==> src/rtl/uart_pkg.sv <==
// Shared definitions for the UART register-file slice: default widths,
// read/write encoding, reply frame width and the FSM state encodings.
package uart_pkg;

  localparam int ADDR_W_DEF      = 3;
  localparam int DATA_W_DEF      = 4;
  localparam int REPLY_DEPTH_DEF = 4;

  // A reply frame is {addr, data}.
  localparam int FRAME_W_DEF = ADDR_W_DEF + DATA_W_DEF;

  // Command direction bit as carried on rx_cmd_rw / loc_rw.
  localparam logic RW_READ  = 1'b1;
  localparam logic RW_WRITE = 1'b0;

  // Parity-error counter width and saturation value.
  localparam int         ERR_CNT_W   = 8;
  localparam logic [7:0] ERR_CNT_MAX = 8'hFF;

  // Register-access arbiter: every grant occupies IDLE then ACCESS.
  typedef enum logic {
    ARB_IDLE   = 1'b0,
    ARB_ACCESS = 1'b1
  } arb_state_t;

  // Reply sequencer towards the UART transmitter.
  typedef enum logic [1:0] {
    TX_IDLE      = 2'd0,
    TX_WAIT_BUSY = 2'd1,
    TX_WAIT_DONE = 2'd2
  } tx_state_t;

endpackage

==> src/rtl/uart_reply_fifo.sv <==
// Synchronous reply FIFO. Full/empty come from pointers carrying one extra
// wrap bit. A pop on a full FIFO frees the slot so a same-cycle push lands;
// a push into an empty FIFO is not bypassed to dout.
module uart_reply_fifo #(
  parameter int WIDTH = uart_pkg::FRAME_W_DEF,
  parameter int DEPTH = uart_pkg::REPLY_DEPTH_DEF
) (
  input  logic             clk,
  input  logic             rst,
  input  logic             push,
  input  logic             pop,
  input  logic [WIDTH-1:0] din,
  output logic [WIDTH-1:0] dout,
  output logic             full,
  output logic             empty
);

  localparam int          AW      = $clog2(DEPTH);
  localparam logic [AW:0] PTR_ONE = {{AW{1'b0}}, 1'b1};

  logic [AW:0]      r_wr_ptr;
  logic [AW:0]      r_rd_ptr;
  logic [WIDTH-1:0] r_mem [DEPTH];
  logic             w_do_push;
  logic             w_do_pop;

  assign empty = (r_wr_ptr == r_rd_ptr);
  assign full  = (r_wr_ptr[AW] != r_rd_ptr[AW]) &&
                 (r_wr_ptr[AW-1:0] == r_rd_ptr[AW-1:0]);

  assign w_do_pop  = pop & ~empty;
  assign w_do_push = push & (~full | w_do_pop);

  assign dout = r_mem[r_rd_ptr[AW-1:0]];

  // Pointer update; both wrap naturally modulo 2*DEPTH.
  always_ff @(posedge clk or posedge rst) begin
    if (rst) begin
      r_wr_ptr <= '0;
      r_rd_ptr <= '0;
    end else begin
      if (w_do_push) r_wr_ptr <= r_wr_ptr + PTR_ONE;
      if (w_do_pop)  r_rd_ptr <= r_rd_ptr + PTR_ONE;
    end
  end

  // Storage write; contents are don't-care until the pointers say otherwise.
  always_ff @(posedge clk) begin
    if (w_do_push) r_mem[r_wr_ptr[AW-1:0]] <= din;
  end

endmodule

==> src/rtl/uart_regfile_arbiter.sv <==
// Register file shared by the UART command link and a local requester.
// A round-robin arbiter grants one access at a time (IDLE -> ACCESS, two
// cycles per grant); rx replies are queued and sequenced into the UART Tx.
//
// Handshakes: rx side is valid/ready -- the command transfers in any cycle
// where rx_cmd_valid & rx_cmd_ready, and the source holds its fields stable
// while valid is high and ready is low. Local side is req/gnt -- loc_req is
// held until the one-cycle loc_gnt; loc_done pulses one cycle later with
// loc_rdata valid. Tx side: tx_start pulses with tx_frame valid, then the
// sequencer waits for tx_busy to rise and fall before the next frame.
module uart_regfile_arbiter
  import uart_pkg::*;
#(
  parameter int ADDR_W      = ADDR_W_DEF,
  parameter int DATA_W      = DATA_W_DEF,
  parameter int REPLY_DEPTH = REPLY_DEPTH_DEF
) (
  input  logic                     clk,
  input  logic                     rst,
  input  logic                     rx_cmd_valid,
  input  logic                     rx_cmd_rw,
  input  logic [ADDR_W-1:0]        rx_cmd_addr,
  input  logic [DATA_W-1:0]        rx_cmd_data,
  input  logic                     rx_cmd_perr,
  output logic                     rx_cmd_ready,
  input  logic                     loc_req,
  input  logic                     loc_rw,
  input  logic [ADDR_W-1:0]        loc_addr,
  input  logic [DATA_W-1:0]        loc_wdata,
  output logic                     loc_gnt,
  output logic                     loc_done,
  output logic [DATA_W-1:0]        loc_rdata,
  output logic                     tx_start,
  output logic [ADDR_W+DATA_W-1:0] tx_frame,
  input  logic                     tx_busy,
  output logic [ERR_CNT_W-1:0]     err_cnt,
  output arb_state_t               dbg_arb_state,
  output tx_state_t                dbg_tx_state
);

  localparam int FRAME_W = ADDR_W + DATA_W;
  localparam int NREG    = 1 << ADDR_W;

  // Arbiter state and the latched winning command.
  arb_state_t          r_arb_state;
  arb_state_t          w_arb_next;
  logic                r_rr_loc;      // 1: next contested grant goes to local
  logic                r_org_loc;     // command in ACCESS came from local
  logic                r_rw;
  logic [ADDR_W-1:0]   r_addr;
  logic [DATA_W-1:0]   r_wdata;

  logic [DATA_W-1:0]   r_file [NREG];
  logic [ERR_CNT_W-1:0] r_err_cnt;
  logic [DATA_W-1:0]   r_loc_rdata;

  tx_state_t           r_tx_state;
  tx_state_t           w_tx_next;
  logic [FRAME_W-1:0]  r_tx_frame;

  logic                w_rx_elig;
  logic                w_rx_ready;
  logic                w_rx_acc;
  logic                w_loc_gnt;
  logic                w_access;
  logic [DATA_W-1:0]   w_rd_val;
  logic [DATA_W-1:0]   w_loc_val;
  logic                w_loc_done;
  logic                w_push;
  logic [FRAME_W-1:0]  w_push_data;
  logic                w_pop;
  logic [FRAME_W-1:0]  w_fifo_dout;
  logic                w_fifo_full;
  logic                w_fifo_empty;

  assign w_rx_elig = rx_cmd_valid & ~w_fifo_full;

  // Arbiter next state and grant decode; a parity-error command is accepted
  // but never enters ACCESS.
  always_comb begin
    w_arb_next = r_arb_state;
    w_rx_ready = 1'b0;
    w_loc_gnt  = 1'b0;
    case (r_arb_state)
      ARB_IDLE: begin
        w_rx_ready = ~w_fifo_full & (~r_rr_loc | ~loc_req);
        w_loc_gnt  = loc_req & (r_rr_loc | ~w_rx_elig);
        if ((rx_cmd_valid & w_rx_ready & ~rx_cmd_perr) | w_loc_gnt)
          w_arb_next = ARB_ACCESS;
      end
      ARB_ACCESS: w_arb_next = ARB_IDLE;
      default:    w_arb_next = ARB_IDLE;
    endcase
  end

  assign w_rx_acc = rx_cmd_valid & w_rx_ready;

  // Arbiter state, round-robin pointer and command latch.
  always_ff @(posedge clk or posedge rst) begin
    if (rst) begin
      r_arb_state <= ARB_IDLE;
      r_rr_loc    <= 1'b0;
      r_org_loc   <= 1'b0;
      r_rw        <= RW_WRITE;
      r_addr      <= '0;
      r_wdata     <= '0;
    end else begin
      r_arb_state <= w_arb_next;
      if (w_rx_acc | w_loc_gnt) r_rr_loc <= ~r_rr_loc;
      if (w_loc_gnt) begin
        r_org_loc <= 1'b1;
        r_rw      <= loc_rw;
        r_addr    <= loc_addr;
        r_wdata   <= loc_wdata;
      end else if (w_rx_acc && !rx_cmd_perr) begin
        r_org_loc <= 1'b0;
        r_rw      <= rx_cmd_rw;
        r_addr    <= rx_cmd_addr;
        r_wdata   <= rx_cmd_data;
      end
    end
  end

  // ACCESS datapath: read value, local completion, rx reply.
  assign w_access    = (r_arb_state == ARB_ACCESS);
  assign w_rd_val    = r_file[r_addr];
  assign w_loc_val   = (r_rw == RW_READ) ? w_rd_val : r_wdata;
  assign w_loc_done  = w_access & r_org_loc;
  assign w_push      = w_access & ~r_org_loc;
  assign w_push_data = {r_addr, (r_rw == RW_READ) ? w_rd_val : {DATA_W{1'b0}}};

  // Register file: writes commit at the end of ACCESS.
  always_ff @(posedge clk or posedge rst) begin
    if (rst) begin
      for (int i = 0; i < NREG; i++) r_file[i] <= '0;
    end else if (w_access && r_rw == RW_WRITE) begin
      r_file[r_addr] <= r_wdata;
    end
  end

  // Hold the last local result and count parity-error commands.
  always_ff @(posedge clk or posedge rst) begin
    if (rst) begin
      r_loc_rdata <= '0;
      r_err_cnt   <= '0;
    end else begin
      if (w_loc_done) r_loc_rdata <= w_loc_val;
      if (w_rx_acc && rx_cmd_perr && r_err_cnt != ERR_CNT_MAX)
        r_err_cnt <= r_err_cnt + 8'd1;
    end
  end

  uart_reply_fifo #(
    .WIDTH (FRAME_W),
    .DEPTH (REPLY_DEPTH)
  ) u_reply_fifo (
    .clk   (clk),
    .rst   (rst),
    .push  (w_push),
    .pop   (w_pop),
    .din   (w_push_data),
    .dout  (w_fifo_dout),
    .full  (w_fifo_full),
    .empty (w_fifo_empty)
  );

  // Tx sequencer next state: pop and start, then track one busy period.
  always_comb begin
    w_tx_next = r_tx_state;
    w_pop     = 1'b0;
    case (r_tx_state)
      TX_IDLE: begin
        if (!w_fifo_empty && !tx_busy) begin
          w_pop     = 1'b1;
          w_tx_next = TX_WAIT_BUSY;
        end
      end
      TX_WAIT_BUSY: if (tx_busy)  w_tx_next = TX_WAIT_DONE;
      TX_WAIT_DONE: if (!tx_busy) w_tx_next = TX_IDLE;
      default:      w_tx_next = TX_IDLE;
    endcase
  end

  // Tx state register and frame hold register.
  always_ff @(posedge clk or posedge rst) begin
    if (rst) begin
      r_tx_state <= TX_IDLE;
      r_tx_frame <= '0;
    end else begin
      r_tx_state <= w_tx_next;
      if (w_pop) r_tx_frame <= w_fifo_dout;
    end
  end

  assign rx_cmd_ready  = w_rx_ready;
  assign loc_gnt       = w_loc_gnt;
  assign loc_done      = w_loc_done;
  assign loc_rdata     = w_loc_done ? w_loc_val : r_loc_rdata;
  assign tx_start      = w_pop;
  assign tx_frame      = w_pop ? w_fifo_dout : r_tx_frame;
  assign err_cnt       = r_err_cnt;
  assign dbg_arb_state = r_arb_state;
  assign dbg_tx_state  = r_tx_state;

endmodule

==> config.mk <==
export PLATFORM = sky130hd
export DESIGN_NAME = uart_regfile_arbiter
export DESIGN_NICKNAME = d
export VERILOG_FILES = /design/src/rtl/uart_pkg.sv /design/src/rtl/uart_reply_fifo.sv /design/src/rtl/uart_regfile_arbiter.sv
export SDC_FILE = /design/constraint.sdc
export NUM_CORES = 1
export LEC_CHECK = 0
export BUFFER_PORTS_ARGS = -buffer_cell sky130_fd_sc_hd__buf_2
export CAP_MARGIN = 25
export CORE_MARGIN = 1
export CORE_UTILIZATION = 53
export DETAILED_ROUTE_END_ITERATION = 16
export PLACE_DENSITY = 0.86
export SETUP_SLACK_MARGIN = 0.4
export SYNTH_ARGS = -nofsm -noshare
export SYNTH_HDL_FRONTEND = slang
export SYNTH_SLANG_ARGS = --single-unit
==> constraint.sdc <==
create_clock -name clk -period 1.87 [get_ports clk]
set_clock_uncertainty 0.15 [all_clocks]
set_input_delay 0 -clock clk [delete_from_list [all_inputs] [get_ports clk]]
set_output_delay 0 -clock clk [all_outputs]
set_load 0.01 [all_outputs]
## Word-level counts from Yosys, hierarchy flattened

Memory sizes are Yosys's and may differ from the RTL's.
Index checks and enable logic that the tools add are counted.

| word-level totals | value |
|---|---|
| register bits after elaboration | 70 |
| bits in writable memories | 28 |
| bits of input ports | 22 |
| output and inout port bits | 26 |
| logic and storage cells | 103 |
| memories | 1 |

| cells by class | value |
|---|---|
| add/sub/neg operators | 3 |
| order comparisons | 2 |
| equal/unequal tests | 9 |
| mux-type cells | 30 |
| bitwise operators | 25 |
| reduce and logical (&&, ||, !) cells | 13 |

Memories:

| memory | depth | width | read ports | clocked after Yosys merged registers in | write ports | line | text |
|---|---|---|---|---|---|---|---|
| u_reply_fifo.r_mem | 4 | 7 | 1 | 0 | 1 | uart_reply_fifo.sv:23 | `logic [WIDTH-1:0] r_mem [DEPTH];` |

Operators with widths:

| operator | count |
|---|---|
| $bwmux 32 | 1 |
| $mux 4 | 8 |
| $bmux 4 s3 | 1 |
| $demux 4 s3 | 1 |
| $mux 1 | 11 |
| $and 1x1->1 | 10 |
| $not 1->1 | 9 |
| $add 8x1->8 const B | 1 |
| $ne 8x8->1 const B | 1 |
| $logic_and 1x1->1 | 7 |
| $mux 7 | 1 |
| $add 3x1->3 const B | 2 |
| $mux 2 | 3 |
| $mux 3 | 2 |
| $ne 2x2->1 const B | 3 |
| $pmux 2 s3 | 1 |
| $or 1x1->1 | 5 |
| $ge 4x4->1 const B | 1 |
| $lt 4x1->1 const B | 1 |
| $not 3->4 | 1 |
| $eq 3x3->1 | 1 |
| $logic_not 1->1 | 3 |
| $reduce_and 3->1 | 1 |
| $eq 2x1->1 const B | 1 |
| other kinds (6) | 6 |

## Logic depth before layout (Yosys ltp)

Gate-level depths: netlist of run 1.

| logic depth | value |
|---|---|
| depth after elaboration | 10 |
| mapped depth | 6 |
| mapped depth without buffers | 5 |

## Modules after synthesis

From an unflattened synthesis of run 1, not the netlist that was laid out.

| second synthesis, totals | value |
|---|---|
| cell total of the unflattened synthesis | 325 |
| area total of the unflattened synthesis | 4,581.9 µm² |

By module, submodules not included:

| module | times used | cells each | area each (µm²) |
|---|---|---|---|
| uart_regfile_arbiter | 1 | 252 | 3,076.7 |
| uart_reply_fifo | 1 | 73 | 1,505.2 |

## Least setup slack after synthesis of run 1

Ideal clock, no wire load.

| timing | value |
|---|---|
| path type | reg-to-reg |
| start point | reg r_tx_state[0] (netlist: dbg_tx_state[0]) |
| end point | reg r_tx_frame[0] |
| setup time | 138 ps |
| data arrival time | 1,660 ps |
| data required time | 1,582 ps |
| path slack | -78 ps |
| cell stages (with the launch flop) | 5 |
| path buffers | 1 |
| period minus slack after synthesis | 1,948 ps |
| cell sequence | dfrtp_1 -> or3_1 -> a31oi_1 -> buf_2 -> mux2_2 |

| between the ends | value |
|---|---|
| word-level cells in the longest chain between the ends | 3 |

Ends and longest elaborated chain:

| what | line | text |
|---|---|---|
| from (decl) | uart_regfile_arbiter.sv:57 | `tx_state_t r_tx_state;` |
| from (signal assigned) | uart_regfile_arbiter.sv:190 | `r_tx_state <= w_tx_next;` |
| $logic_not 2->1 | uart_regfile_arbiter.sv:171 | `case (r_tx_state)` |
| $mux 1 | uart_regfile_arbiter.sv:171 |  |
| net tx_start | uart_regfile_arbiter.sv:33 | `output logic tx_start,` |
| $mux 7 | - |  |
| net tx_frame[0] | uart_regfile_arbiter.sv:34 | `output logic [ADDR_W+DATA_W-1:0] tx_frame,` |
| to (signal assigned) | uart_regfile_arbiter.sv:191 | `if (w_pop) r_tx_frame <= w_fifo_dout;` |
| to (decl) | uart_regfile_arbiter.sv:59 | `logic [FRAME_W-1:0] r_tx_frame;` |

The timed path passes the listed nets, and every way through them passes these cells.
A chain may end at the register's enable or synchronous reset.

## Worst setup path after layout of run 1

| timing | value |
|---|---|
| start point | reg r_addr[0] |
| end point | out loc_rdata[1] |

| between the ends | value |
|---|---|
| word-level cells in the longest chain between the ends | 6 |

Ends and longest elaborated chain:

| what | line | text |
|---|---|---|
| from (decl) | uart_regfile_arbiter.sv:50 | `logic [ADDR_W-1:0] r_addr;` |
| from (signal assigned) | uart_regfile_arbiter.sv:113 | `r_addr <= loc_addr;` |
| from (signal assigned) | uart_regfile_arbiter.sv:118 | `r_addr <= rx_cmd_addr;` |
| $not 3->4 (implied by the code) | uart_regfile_arbiter.sv:126 | `assign w_rd_val = r_file[r_addr];` |
| $bmux 4 s3 | uart_regfile_arbiter.sv:126 |  |
| $mux 4 (implied by the code) (2 in series) | uart_regfile_arbiter.sv:126 |  |
| $mux 4 | uart_regfile_arbiter.sv:127 | `assign w_loc_val = (r_rw == RW_READ) ? w_rd_val : r_wdata;` |
| $mux 4 | - |  |
| to (decl) | uart_regfile_arbiter.sv:32 | `output logic [DATA_W-1:0] loc_rdata,` |

No other way between the ends. The select of a mux whose other input is x is not followed.

==> qor.csv, run 1 <==
metric,value,unit
Unique masters post-synth,43,
chip height,93.4,µm
cell family with most CP delay,multiplexers,
commonest register cell after synthesis,dfrtp_1,
Setup Total Neg Slack,-9.14,ns
"slowest stage delay, CP",0.58,ns
Worst-Skew Late Latency,0.38,ns
Rows,32,
# setup viols final,84,
Initial DRC Count,274,
Worst slew margin,0.682,
CTS root buf,clkbuf_8,
vias in the first global route,3638,
R2R Setup Slk,-0.28,ns
GRT Resource Usage Total,0.301,
Final Max Slew Viols,0,
leak pwr,0.00284,µW
layout cells sized above 1,0.567,
"commonest non-fill, non-tap cell in the layout",dfrtp_1,
Max Cap Viol,0,
Crit. End Element,output port,
total number of vias,3678,
Crit Path Class,reg2out,
RSZ-0062 raised after global routing,true,
worst-path maximum fanout,7,
worst setup margin,-0.359,ns
placer's final routability congestion estimate,0.851,
largest area contributor in the netlist,dfrtp_1,
data arrival time of the critical path,2.08,ns
pin count of the biggest net entering global routing,71,
Clock Sinks,98,
DRT Pass-1 Iters,5,
number of flops mapped to enable cells by yosys,28,
clock transition at the registers of the reported paths,0.11,ns
Peak supply drop,0.000958,V
worst r2r src,u_reply_fifo.r_rd_ptr[1],
main area contributors after synthesis,"dfrtp_1 40%, edfxtp_1 19%, mux2_2 6.4%",
diode count,0,
Initial Utilization,0.561,
final wirelength,14.5,mm
CP cell instances,mux4_2 -> mux2i_1 -> nor2b_2 -> o22a_1 -> buf_2,
failing checks,negative setup slack,
Least-Margin Pin Slew,0.478,ns
Post-Syn Area per Cell,13.7,µm²
worst path bufs/invs,1,
CTS tree,done,
pwr/cell area,1940,mW/mm²
Nets,506,
Max clock buf depth,2,
PortBufs,47,
"slowest stage cell, crit path",mux4_2,
register area share after synthesis,0.585,
Antenna Nets Post-Route,0,
first-pass GRT wire length,19.2,mm
Die Wd,93.4,µm
core area,0.00789,mm²
final hold vios,0,
cell count after synthesis,324,
fmax,449,MHz
Synth top area share,0.396,
hold_sp,rx_cmd_perr,
GRT overflow,0,
CTS buffer count,9,
drc violations,0,
syn nets,352,
"commonest cells after routing, fill and taps aside","59 x dfrtp_1, 47 x buf_4, 46 x buf_6, 37 x buf_2, 28 x edfxtp_1",
Post-DP Area,0.00522,mm²
outcome,"complete, but fails checks",
reg2reg end,err_cnt[4],
io pins,48,
Final min period,2.23,ns
area added between synthesis and finish,49.4,%
final worst path period share,1.19,
vias per cell,6.29,
post-DP HPWL,6.40,mm
Worst Hold Depth,4,
Die Area,0.00872,mm²
Post-synth ARST share,0.714,
yosys warns,0,
CP Launch Type,flop,
Synth Register Bits,98,
synthesized area,0.00443,mm²
worst r2r path cells,9,
initial antenna violation count,0,
H-tree depth,3,
CP Data Required Time,1.72,ns
worst min-delay path class,in2reg,
Hold Path End,dbg_arb_state,
WL/cell,24.7,µm
post-route cell area,0.00661,mm²
==> worst max-delay path by stage <==
stage,from,endpoint,slack [ns],cells after the start
after detailed placement,r_addr[0],loc_rdata[0],-0.02,5
after global routing,r_addr[0],loc_rdata[1],-0.44,5
after floorplan,dbg_tx_state[0],r_tx_frame[3],0.02,4
final,r_addr[0],loc_rdata[1],-0.36,5
after global placement,r_addr[0],loc_rdata[0],0.01,5
after CTS,r_addr[0],loc_rdata[0],-0.29,5
==> area by class of cell <==
class                           count  area (µm²)
Clock buffer                        9         124
Clock inverter                      7        70.1
Fill cell                         352        1270
Inverter                           11        45.0
Multi-Input combinational cell    202        2270
Sequential cell                    98        2610
Tap cell                          102         128
Timing Repair Buffer              156        1370
==> worst reg2reg max path, delay by kind of cell (launching register included) <==
family	cells	cell delay, ns
flip-flops	1	0.48
AND/OR/NAND/NOR	1	0.15
buffers and inverters	5	0.66
XOR/XNOR	2	0.53
AO/OA/AOI/OAI	1	0.08
==> where the power goes <==
part | total [µW] | switching [µW] | internal (µW)
Combinational | 7490 | 3500 | 3990
Sequential | 3920 | 793 | 3130
Clock | 1420 | 899 | 523
==> metrics by stage <==
step / hold WS [ns] / utilization / std cells / power, µW / worst slack (ns)
after global placement: -0.0260 / 0.662 / 491 / 8000 / 0.0122
after global routing: 0.0662 / 0.839 / 585 / 13300 / -0.436
after floorplan: -0.0792 / - / 324 / 6820 / 0.0181
after detailed placement: -0.0136 / 0.662 / 491 / 8240 / -0.0152
after CTS: -0.0597 / 0.787 / 560 / 11100 / -0.293
final: 0.0733 / 0.839 / 585 / 12800 / -0.359
==> cell usage after synthesis (2+ instances only) <==
| cell type | n |
|---|---|
| buf_2 | 4 |
| nor2b_1 | 4 |
| o22a_1 | 4 |
| mux4_2 | 10 |
| nor2_1 | 5 |
| xnor2_2 | 2 |
| nand3b_1 | 3 |
| a31oi_1 | 9 |
| buf_6 | 2 |
| and2_1 | 6 |
| nand2_1 | 22 |
| nor3_1 | 4 |
| a21oi_1 | 2 |
| ha_1 | 6 |
| xnor2_1 | 3 |
| buf_4 | 3 |
| a211oi_1 | 8 |
| clkbuf_1 | 6 |
| nand3_1 | 12 |
| o21ai_0 | 29 |
| xor2_1 | 14 |
| or3_1 | 2 |
| nor4_1 | 4 |
| inv_1 | 11 |
| nor3b_1 | 3 |
| mux2_2 | 25 |
| dfrtp_1 | 70 |
| nand2b_1 | 2 |
| edfxtp_1 | 28 |
| mux2i_1 | 4 |
| mux4_1 | 5 |
==> metal layers <==
metal	GRT usage	up-vias	share of wire
met2	0.498	224	0.52
met4	0.149	0	0.042
met3	0.0602	66	0.066
met1	0.378	1877	0.37
met5	0	-	0
li1	-	1511	-
==> sequential cells by signal, indices dropped and copies added (netlist names), 2 cells and up <==
signal                 cells
r_addr                     3
u_reply_fifo.r_mem        28
r_loc_rdata                4
r_tx_frame                 7
r_wdata                    4
u_reply_fifo.r_wr_ptr      3
dbg_tx_state               2
u_reply_fifo.r_rd_ptr      3
err_cnt                    8
r_file                    32
==> cells by family (layout without fill, tap and decap cells) <==
kind of cell,after synthesis,after routing,share of synthesized area
AO/OA/AOI/OAI,61,63,0.0935
XOR/XNOR,19,19,0.0410
adder cells (fa/ha/maj),6,6,0.0170
buffers and inverters,26,183,0.0291
flip-flops,98,98,0.585
multiplexers,44,44,0.153
AND/OR/NAND/NOR,70,70,0.0808
==> timing repair <==
item,CTS,global route
pin swaps,30,26
cloned,2,1
gates resized for setup,95,48
hold buffers,20,0
setup endpoints to repair,128,128
setup buffers,31,24
hold endpoints to repair,83,0
Power figures use the tool's default switching activity.
==> run 2: changes to the inputs <==
- SKIP_LAST_GASP: unset -> 1
- SYNTH_HIERARCHICAL: unset -> 1
==> run 2 against run 1 <==
  * The flow still finishes with violations (negative setup slack)
  * Non-clock buffer count shrank 13
  * Power shrank 3.4%
  * Utilization shrank 3.2 points
  * Clock power grew 8%
  * Critical path depth grew 2
  * Area after synthesis grew 3.5%
  * Sequential power grew 3%
  * Cell count shrank 1.9%
  * Die area grew 3.4%
  * Synthesized cell count grew 0.31%
  * Critical endpoint is now err_cnt[4]
==> qor.csv, run 2 <==
metric,value,unit
outcome,"complete, but fails checks",
failing checks,negative setup slack,
total number of vias,3576,
Die Area,0.00902,mm²
Die Wd,95.0,µm
chip height,95.0,µm
worst setup margin,-0.434,ns
# setup viols final,83,
drc violations,0,
synthesized area,0.00458,mm²
fmax,434,MHz
Post-Syn Area per Cell,14.1,µm²
Synth Register Bits,98,
final wirelength,14.9,mm
Max clock buf depth,2,
Initial DRC Count,275,
pwr/cell area,1850,mW/mm²
CTS tree,done,
register area share after synthesis,0.566,
vias in the first global route,3542,
worst-path maximum fanout,3,
Synth top cells by count,"70 x dfrtp_1, 42 x mux2_2, 28 x edfxtp_1",
"commonest cells after routing, fill and taps aside","60 x dfrtp_1, 46 x buf_4, 45 x buf_2, 30 x mux2_4, 28 x edfxtp_1",
Synth top area share,0.382,
area added between synthesis and finish,46.1,%
CTS root buf,clkbuf_8,
max FFs per register,32,
io pins,48,
Peak supply drop,0.000655,V
PortBufs,47,
data arrival time of the critical path,2.43,ns
Worst-Skew Late Latency,0.40,ns
Final Core Density,0.806,
commonest register cell after synthesis,dfrtp_1,
"count leader, synth",dfrtp_1,
CP Data Required Time,1.99,ns
"commonest non-fill, non-tap cell in the layout",dfrtp_1,
# fillers,384,
Rows,33,
layout cells sized above 1,0.582,
worst min-delay path class,in2reg,
Setup Total Neg Slack,-18.02,ns
pin count of the biggest net entering global routing,42,
leak pwr,0.00288,µW
GRT overflow,0,
CTS buffer count,9,
Worst slew margin,0.607,
initial antenna violation count,0,
Nets,492,
final hold vios,0,
DRT Pass-1 Iters,6,
Unique masters post-synth,49,
diode count,0,
vias per cell,6.23,
Final Max Slew Viols,0,
yosys warns,6,
post-DP HPWL,6.78,mm
Least-Margin Pin Slew,0.590,ns
H-tree depth,3,
RSZ-0062 raised after global routing,true,
Initial Utilization,0.552,
syn nets,353,
Crit Path Class,reg2reg,
Largest Register,r_file,
Clock Sinks,98,
number of flops mapped to enable cells by yosys,28,
final worst path period share,1.23,
WL/cell,25.9,µm
placer's final routability congestion estimate,0.816,
main area contributors after synthesis,"dfrtp_1 38%, edfxtp_1 18%, mux2_2 10%",
Crit. End Element,flop,
Final min period,2.30,ns
hold slack final,0.0138,ns
clock transition at the registers of the reported paths,0.11,ns
largest area contributor in the netlist,dfrtp_1,
Post-synth ARST share,0.714,
cell count after synthesis,325,
CP Launch Type,flop,
GRT Resource Usage Total,0.286,
core area,0.00830,mm²
Antenna Nets Post-Route,0,
Final Power,12400,µW
Max Cap Viol,0,
first-pass GRT wire length,18.7,mm
[run 2: changes by cell type in the layout (fill, tap and decap cells not counted), sizes merged, moves of 5 or more]
cell / delta
mux4: -8
a211oi: -5
buf: -14
a31oi: -8
mux2: +19
o22ai: +5
xor2: -6
nor3b: +5
o21ai: -17
mux2i: +20
[run 2: final cells by class]
class | instances | area (µm²) | area share
sequential | 98 | 2610 | 0.389
multi-input combinational | 203 | 2490 | 0.373
timing repair buffer | 143 | 1200 | 0.180
tap | 105 | 131 | 0.0196
clock buffer | 9 | 124 | 0.0185
clock inverter | 7 | 93.8 | 0.0140
inverter | 9 | 40.0 | 0.00598
[run 2: stage by stage]
stage | setup WS (ns) | cell area (µm²) | std cells
floorplan | -0.491 | 4770 | 325
global placement | -0.215 | 5320 | 499
detailed placement | -0.266 | 5320 | 499
CTS | -0.364 | 6240 | 561
global route | -0.488 | 6690 | 574
finish | -0.434 | 6690 | 574
[run 2: what timing repair did]
action | 4_1_cts | 5_1_grt
buffers inserted | 21 | 12
pin swaps | 14 | 25
hold endpoints to repair | 81 | 0
endpoints found under the setup margin | 127 | 127
hold buffers | 21 | 0
gates cloned | 4 | 1
gates resized for setup | 63 | 76
[run 2: logic make-up after synthesis]
family / after synthesis / synth area share
buffers and inverters: 25 / 0.0278
AND/OR/NAND/NOR: 70 / 0.0934
XOR/XNOR: 14 / 0.0350
adder cells (fa/ha/maj): 6 / 0.0164
AO/OA/AOI/OAI: 37 / 0.0609
multiplexers: 75 / 0.201
flip-flops: 98 / 0.566
[run 2: routing by layer]
metal | track usage | vias to the layer above | wire length (µm)
li1 | - | 1475 | -
met1 | 0.348 | 1813 | 5450
met2 | 0.485 | 215 | 7650
met3 | 0.0572 | 73 | 991
met4 | 0.138 | 0 | 794
met5 | 0 | - | 0
[run 2: path summary, 6_finish.rpt]
kind / start / cells past startpoint / end / slack [ns]
worst max-delay path: u_reply_fifo/r_wr_ptr[1] / 7 / err_cnt[4] / -0.43
worst min-delay path: rx_cmd_perr / 4 / err_cnt[7] / 0.01
worst max register to register: u_reply_fifo/r_wr_ptr[1] / 7 / err_cnt[4] / -0.43
worst min register to register: r_tx_frame[3] / 1 / r_tx_frame[3] / 0.35
max in group asynchronous: rst / 4 / u_reply_fifo/r_wr_ptr[1] / 0.86
min in group asynchronous: rst / 4 / r_wdata[0] / 0.05
[run 2: worst max-delay path, cell delays in order, from the launching register on]
cell      delay, ns
dfrtp_2        0.46
xor2_4         0.24
nor3_2         0.08
buf_4          0.16
a211oi_4       0.29
and3_4         0.26
nand4_1        0.15
mux2_1         0.37
[run 2: power by group]
part	switching, µW	total, µW	internal [µW]
clock network	873	1530	658
registers	957	4020	3060
logic	3260	6850	3590
